File: src/rtl/miriscv_store_unit.sv
// -----------------------------------------------------------------------------
// miriscv_store_unit
//
// Store-side data memory adapter. Accepts one store at a time from the execute
// stage, checks alignment, formats byte enables and lane-replicated write data,
// then runs the request/grant/response handshake on the data memory port.
// Completion, rejection and bus timeout are reported as one-cycle pulses.
//
// Parameters
//   TIMEOUT_CYCLES : max cycles spent in REQ or RSP before abort (0 = never)
//   CNT_WIDTH      : timeout counter width, TIMEOUT_CYCLES < 2**CNT_WIDTH
//
// Ports
//   clk_i, rst_i        : clock, synchronous active-high reset
//   req_i               : store request (sampled only while idle)
//   size_i              : 00 byte, 01 half, 10 word, 11 reserved
//   addr_i, wdata_i     : byte address, right-aligned store data
//   busy_o              : transaction in progress
//   done_o              : pulse, store completed
//   misalign_o          : pulse, request rejected
//   timeout_o           : pulse, transaction aborted
//   data_req_o/we_o     : memory request / write enable
//   data_be_o           : byte enables
//   data_addr_o         : word-aligned address
//   data_wdata_o        : lane-replicated write data
//   data_gnt_i          : grant for the pending request
//   data_rvalid_i       : write response
// -----------------------------------------------------------------------------
module miriscv_store_unit #(
    parameter int TIMEOUT_CYCLES = 0,
    parameter int CNT_WIDTH      = 8
) (
    input  logic        clk_i,
    input  logic        rst_i,
    input  logic        req_i,
    input  logic [1:0]  size_i,
    input  logic [31:0] addr_i,
    input  logic [31:0] wdata_i,
    output logic        busy_o,
    output logic        done_o,
    output logic        misalign_o,
    output logic        timeout_o,
    output logic        data_req_o,
    output logic        data_we_o,
    output logic [3:0]  data_be_o,
    output logic [31:0] data_addr_o,
    output logic [31:0] data_wdata_o,
    input  logic        data_gnt_i,
    input  logic        data_rvalid_i
);

    typedef enum logic [1:0] {
        ST_IDLE = 2'b00,
        ST_REQ  = 2'b01,
        ST_RSP  = 2'b10
    } state_t;

    state_t               state_r;
    logic [CNT_WIDTH-1:0] cnt_r;

    logic        bad_s;
    logic [3:0]  be_s;
    logic [31:0] wdata_s;
    logic        expiry_s;

    // Lane formatting and alignment check of the incoming request.
    always_comb begin
        bad_s   = 1'b0;
        be_s    = 4'b0000;
        wdata_s = 32'h0000_0000;
        case (size_i)
            2'b00: begin
                be_s    = 4'b0001 << addr_i[1:0];
                wdata_s = {4{wdata_i[7:0]}};
            end
            2'b01: begin
                bad_s   = addr_i[0];
                be_s    = addr_i[1] ? 4'b1100 : 4'b0011;
                wdata_s = {2{wdata_i[15:0]}};
            end
            2'b10: begin
                bad_s   = (addr_i[1:0] != 2'b00);
                be_s    = 4'b1111;
                wdata_s = wdata_i;
            end
            default: begin
                bad_s   = 1'b1;
                be_s    = 4'b0000;
                wdata_s = 32'h0000_0000;
            end
        endcase
    end

    // Expiry fires in the cycle where the counter would reach TIMEOUT_CYCLES,
    // so a timed-out request is held on the bus for exactly TIMEOUT_CYCLES.
    always_comb begin
        if (TIMEOUT_CYCLES != 0) begin
            expiry_s = (cnt_r == CNT_WIDTH'(TIMEOUT_CYCLES - 1));
        end else begin
            expiry_s = 1'b0;
        end
    end

    // Handshake FSM with all outputs registered.
    always_ff @(posedge clk_i) begin
        if (rst_i) begin
            state_r      <= ST_IDLE;
            cnt_r        <= '0;
            busy_o       <= 1'b0;
            done_o       <= 1'b0;
            misalign_o   <= 1'b0;
            timeout_o    <= 1'b0;
            data_req_o   <= 1'b0;
            data_we_o    <= 1'b0;
            data_be_o    <= 4'b0000;
            data_addr_o  <= 32'h0000_0000;
            data_wdata_o <= 32'h0000_0000;
        end else begin
            done_o     <= 1'b0;
            misalign_o <= 1'b0;
            timeout_o  <= 1'b0;
            case (state_r)
                ST_IDLE: begin
                    if (req_i) begin
                        if (bad_s) begin
                            misalign_o <= 1'b1;
                        end else begin
                            state_r      <= ST_REQ;
                            cnt_r        <= '0;
                            busy_o       <= 1'b1;
                            data_req_o   <= 1'b1;
                            data_we_o    <= 1'b1;
                            data_be_o    <= be_s;
                            data_addr_o  <= {addr_i[31:2], 2'b00};
                            data_wdata_o <= wdata_s;
                        end
                    end
                end
                ST_REQ: begin
                    // Grant wins over a simultaneous expiry.
                    if (data_gnt_i) begin
                        state_r    <= ST_RSP;
                        cnt_r      <= '0;
                        data_req_o <= 1'b0;
                        data_we_o  <= 1'b0;
                    end else if (expiry_s) begin
                        state_r    <= ST_IDLE;
                        cnt_r      <= '0;
                        busy_o     <= 1'b0;
                        timeout_o  <= 1'b1;
                        data_req_o <= 1'b0;
                        data_we_o  <= 1'b0;
                    end else begin
                        cnt_r <= cnt_r + CNT_WIDTH'(1);
                    end
                end
                ST_RSP: begin
                    if (data_rvalid_i) begin
                        state_r <= ST_IDLE;
                        cnt_r   <= '0;
                        busy_o  <= 1'b0;
                        done_o  <= 1'b1;
                    end else if (expiry_s) begin
                        state_r   <= ST_IDLE;
                        cnt_r     <= '0;
                        busy_o    <= 1'b0;
                        timeout_o <= 1'b1;
                    end else begin
                        cnt_r <= cnt_r + CNT_WIDTH'(1);
                    end
                end
                default: begin
                    state_r    <= ST_IDLE;
                    cnt_r      <= '0;
                    busy_o     <= 1'b0;
                    data_req_o <= 1'b0;
                    data_we_o  <= 1'b0;
                end
            endcase
        end
    end

endmodule

File: config.mk
export PLATFORM = sky130hd
export DESIGN_NAME = miriscv_store_unit
export DESIGN_NICKNAME = d
export VERILOG_FILES = /design/src/rtl/miriscv_store_unit.sv
export SDC_FILE = /design/constraint.sdc
export NUM_CORES = 1
export LEC_CHECK = 0
export ABC_AREA = 1
export ABC_CLOCK_PERIOD_IN_PS = 1800
export BUFFER_PORTS_ARGS = -buffer_cell sky130_fd_sc_hd__buf_2
export CORE_MARGIN = 4
export CORE_UTILIZATION = 46
export CTS_CLUSTER_SIZE = 25
export DETAILED_ROUTE_END_ITERATION = 12
export PLACE_DENSITY = 0.8
export REMOVE_ABC_BUFFERS = 1
export SLEW_MARGIN = 40
export SYNTH_ARGS = -nofsm -noshare
export SYNTH_HDL_FRONTEND = slang
export SYNTH_SLANG_ARGS = --single-unit
File: constraint.sdc
create_clock -name clk_i -period 1.8 [get_ports clk_i]
set_input_delay 0.36 -clock clk_i [delete_from_list [all_inputs] [get_ports clk_i]]
set_output_delay 0.36 -clock clk_i [all_outputs]
set_load 0.01 [all_outputs]
==> metrics <==
DRC viols 0; Ant. Diodes 0; Synth Cell Area just over 3000 sq um; Core Region approximately 6400 sq um; setup slack at placement between 0.2 and 0.25 ns; setup violators final 0; sequential share of power 45.6%; hold buffer count at CTS 0; HPWL after DPL 5.82 mm; largest net degree at the start of global routing 48; min Tclk post-route 1.45 ns; Required @ worst endpoint 2.07 ns; pins over their slew limit 0; RSZ-0062 raised after global routing no; synthesized flop and latch total 72; status completed; sequential share of the synthesized area between 40% and 50%; vias in the first global route 2869; htree depth 3; Clock Skew 0.00834 ns; Met3 Routed Length 614 um; Post-CTS Resized 0; Post-CTS Setup Inserts 0; PwrDens 1020 nW/um^2; Comb power frac 19.1%; routed len/inst 13.0 um; Critical Path Max Stage Delay between 0.3 and 0.4 ns; Critical Path Start Type flip-flop; post-route ant nets 0; worst-case vdd ir drop around 0.8 mV; die height 89.1 um; count of cell types in the netlist 23; later-pin clock latency in the skew report 0.34 ns; starting density of the core roughly 47%; Crit-path slowest cell dfxtp_1; Final Hold Fails 0; P&R area growth vs syn 30.1%; wire length on met2 3.90 mm; fmax 687 MHz; Tot GR Track Use between 10% and 20%; Avg Inst Size Synth 7.31 sq um; final WL 8.22 mm; Switching Fraction 28.2%; Final Cycle Share 80.8%; Hold EP data_addr_o[9]$_SDFFE_PP0P_; crit path buf inv count 1; final setup margin roughly 0.35 ns; met1 WL 3.60 mm; buffers added on ports 141; clock network fraction of total power 35.3%; crit end category flip-flop; Initial DRC Count 135; clock sink count 72; initial antenna violation count 0; io pins about 150; switching power 1.13 mW; worst reg2reg path startpoint state_r[1]$_SDFFE_PP0P_; Layout Nets 622; first-pass GRT wire length 12.6 mm; total congestion overflow 0; fillers 587; hold depth 3; LEAKAGE 2.14 nW; cts bufs inserted 9; Syn Inst Count 414; WS Path Type reg -> reg; DR pass1 iterations 4; Placed Cells 617; CP Cell Sequence nor2_2 -> nand2_1 -> a21oi_4 -> buf_4 -> o21ai_0 -> nor2_1; worst-case reg-to-reg path depth 6; Layout Cells excl Fill roughly 630; setup total negative slack 0 ns; Top Layer Used met4; TritonCTS clock tree yes; num rows 29; Worst path top cell family by delay simple AND/OR/NAND/NOR gates; r2r setup slk 0.35 ns; via count 3091; fraction of layout cells with a size suffix above 1 31.5%; Via density approximately 4.9; hold_sp addr_i[9]; CTS root buf clkbuf_8; buffer levels on the longest clock path 2; die width 89.1 um; Worst Hold Class in -> reg; clock transition at the registers of the reported paths 0.08 ns; cell internal pwr 2.88 mW; crit path max fanout 36; full die area 7940 sq um; GPL Wtd Cong 0.814; Reg2Reg Capture Point data_addr_o[14]$_SDFFE_PP0P_; yosys warns 0; max_cap viols 0; arrival time at the worst endpoint about 1.7 ns
## cell families (layout without fill, tap and decap cells)
group	after synthesis	count (layout)	share of synthesized area, %
buf+inv	44	184	8.68
compound gates	83	83	15.1
flops	72	72	47.6
other cells	1	3	0.124
simple gates	214	214	28.5
## routing by layer
| metal | vias up | GRT usage, % |
|---|---|---|
| met1 | 1385 | 24.5 |
| met3 | 10 | 3.96 |
| met2 | 102 | 34.4 |
| met4 | 0 | 7.58 |
| li1 | 1594 | - |
| met5 | - | 0 |
## cells in the mapped netlist
cell type,instances,area share (%)
conb_1,1,0.12
a22o_1,7,2.0
inv_1,15,1.9
clkbuf_1,7,0.87
a21oi_1,4,0.66
buf_4,6,1.5
nor2_8,1,0.66
o21ai_1,25,4.1
a21oi_4,1,0.54
nor2_2,2,0.41
nand2_1,57,7.1
buf_6,9,3.3
nor2_1,132,16
nand3_1,18,3.0
nand2_2,1,0.21
buf_2,6,0.99
nor2_4,1,0.37
nor4_1,1,0.21
nor3_1,1,0.17
dfxtp_1,72,48
a21oi_2,1,0.29
inv_2,1,0.12
o21ai_0,45,7.4
## per-stage QoR
| step | cell area (sq um) | hold WS (ns) | util, % | total power, mW |
|---|---|---|---|---|
| after floorplan | 2830 | 0.422 | - | 2.27 |
| after global placement | 3710 | 0.440 | 58.2 | 2.61 |
| after detailed placement | 3710 | 0.440 | 58.2 | 2.63 |
| after CTS | 3940 | 0.225 | 61.6 | 4.04 |
| after global routing | 3940 | 0.239 | 61.6 | 4.21 |
| final | 3940 | 0.237 | 61.6 | 4.01 |
## registers in the layout, indices dropped and copies added, names as in the netlist
register and flops:
done_o 1, state_r 2, data_we_o 1, data_wdata_o 32, data_addr_o 30, busy_o 1
data_be_o 4, misalign_o 1
## area by class of cell
cell class	count	area, sq um	share of cell area (%)
multi-input cells	300	1330	33.8
clock inverters	5	78.8	2.00
clock buffers	11	141	3.59
flip-flops and latches	72	1440	36.6
well taps	77	96.3	2.45
repair buffers	152	788	20.0
inverters	16	60.1	1.53
## worst register-to-register path, cell delays in order (launching register included)
cell and delay [ns]:
dfxtp_1 0.36, nor2_2 0.16, nand2_1 0.11, a21oi_4 0.16, buf_4 0.36, o21ai_0 0.13, nor2_1 0.12
## placed cells by master, fill, tap and decap left out, types with 2 or more instances in the layout
master and count:
buf_2 141, nor2_1 132, dfxtp_1 72, nand2_1 57, o21ai_0 45, o21ai_1 25
nand3_1 18, inv_1 15, buf_4 11, clkbuf_8 10, a22o_1 7, a21oi_1 4
conb_1 3, nor2_2 2, clkinv_2 2, bufinv_16 2
## worst max-delay path by stage
stage	startpoint	endpoint	slack [ns]	cells past startpoint
floorplan	size_i[1]	data_wdata_o[18]$_SDFFE_PP0P_	-0.77	6
global placement	addr_i[0]	data_wdata_o[19]$_SDFFE_PP0P_	0.29	8
detailed placement	size_i[1]	data_wdata_o[3]$_SDFFE_PP0P_	0.25	8
CTS	state_r[1]$_SDFFE_PP0P_	data_addr_o[14]$_SDFFE_PP0P_	0.33	6
global route	state_r[1]$_SDFFE_PP0P_	data_wdata_o[16]$_SDFFE_PP0P_	0.18	6
finish	state_r[1]$_SDFFE_PP0P_	data_addr_o[14]$_SDFFE_PP0P_	0.35	6
## power groups by stage
| stage | clock, mW | combinational (mW) | sequential (mW) |
|---|---|---|---|
| final | 1.41 | 0.766 | 1.83 |
| after global routing | 1.50 | 0.859 | 1.84 |
| after CTS | 1.44 | 0.770 | 1.83 |
| after detailed placement | 0 | 0.768 | 1.86 |
| after global placement | 0 | 0.750 | 1.86 |
| after floorplan | 0 | 0.334 | 1.93 |
No activity file was read; power rests on OpenSTA's default activity.
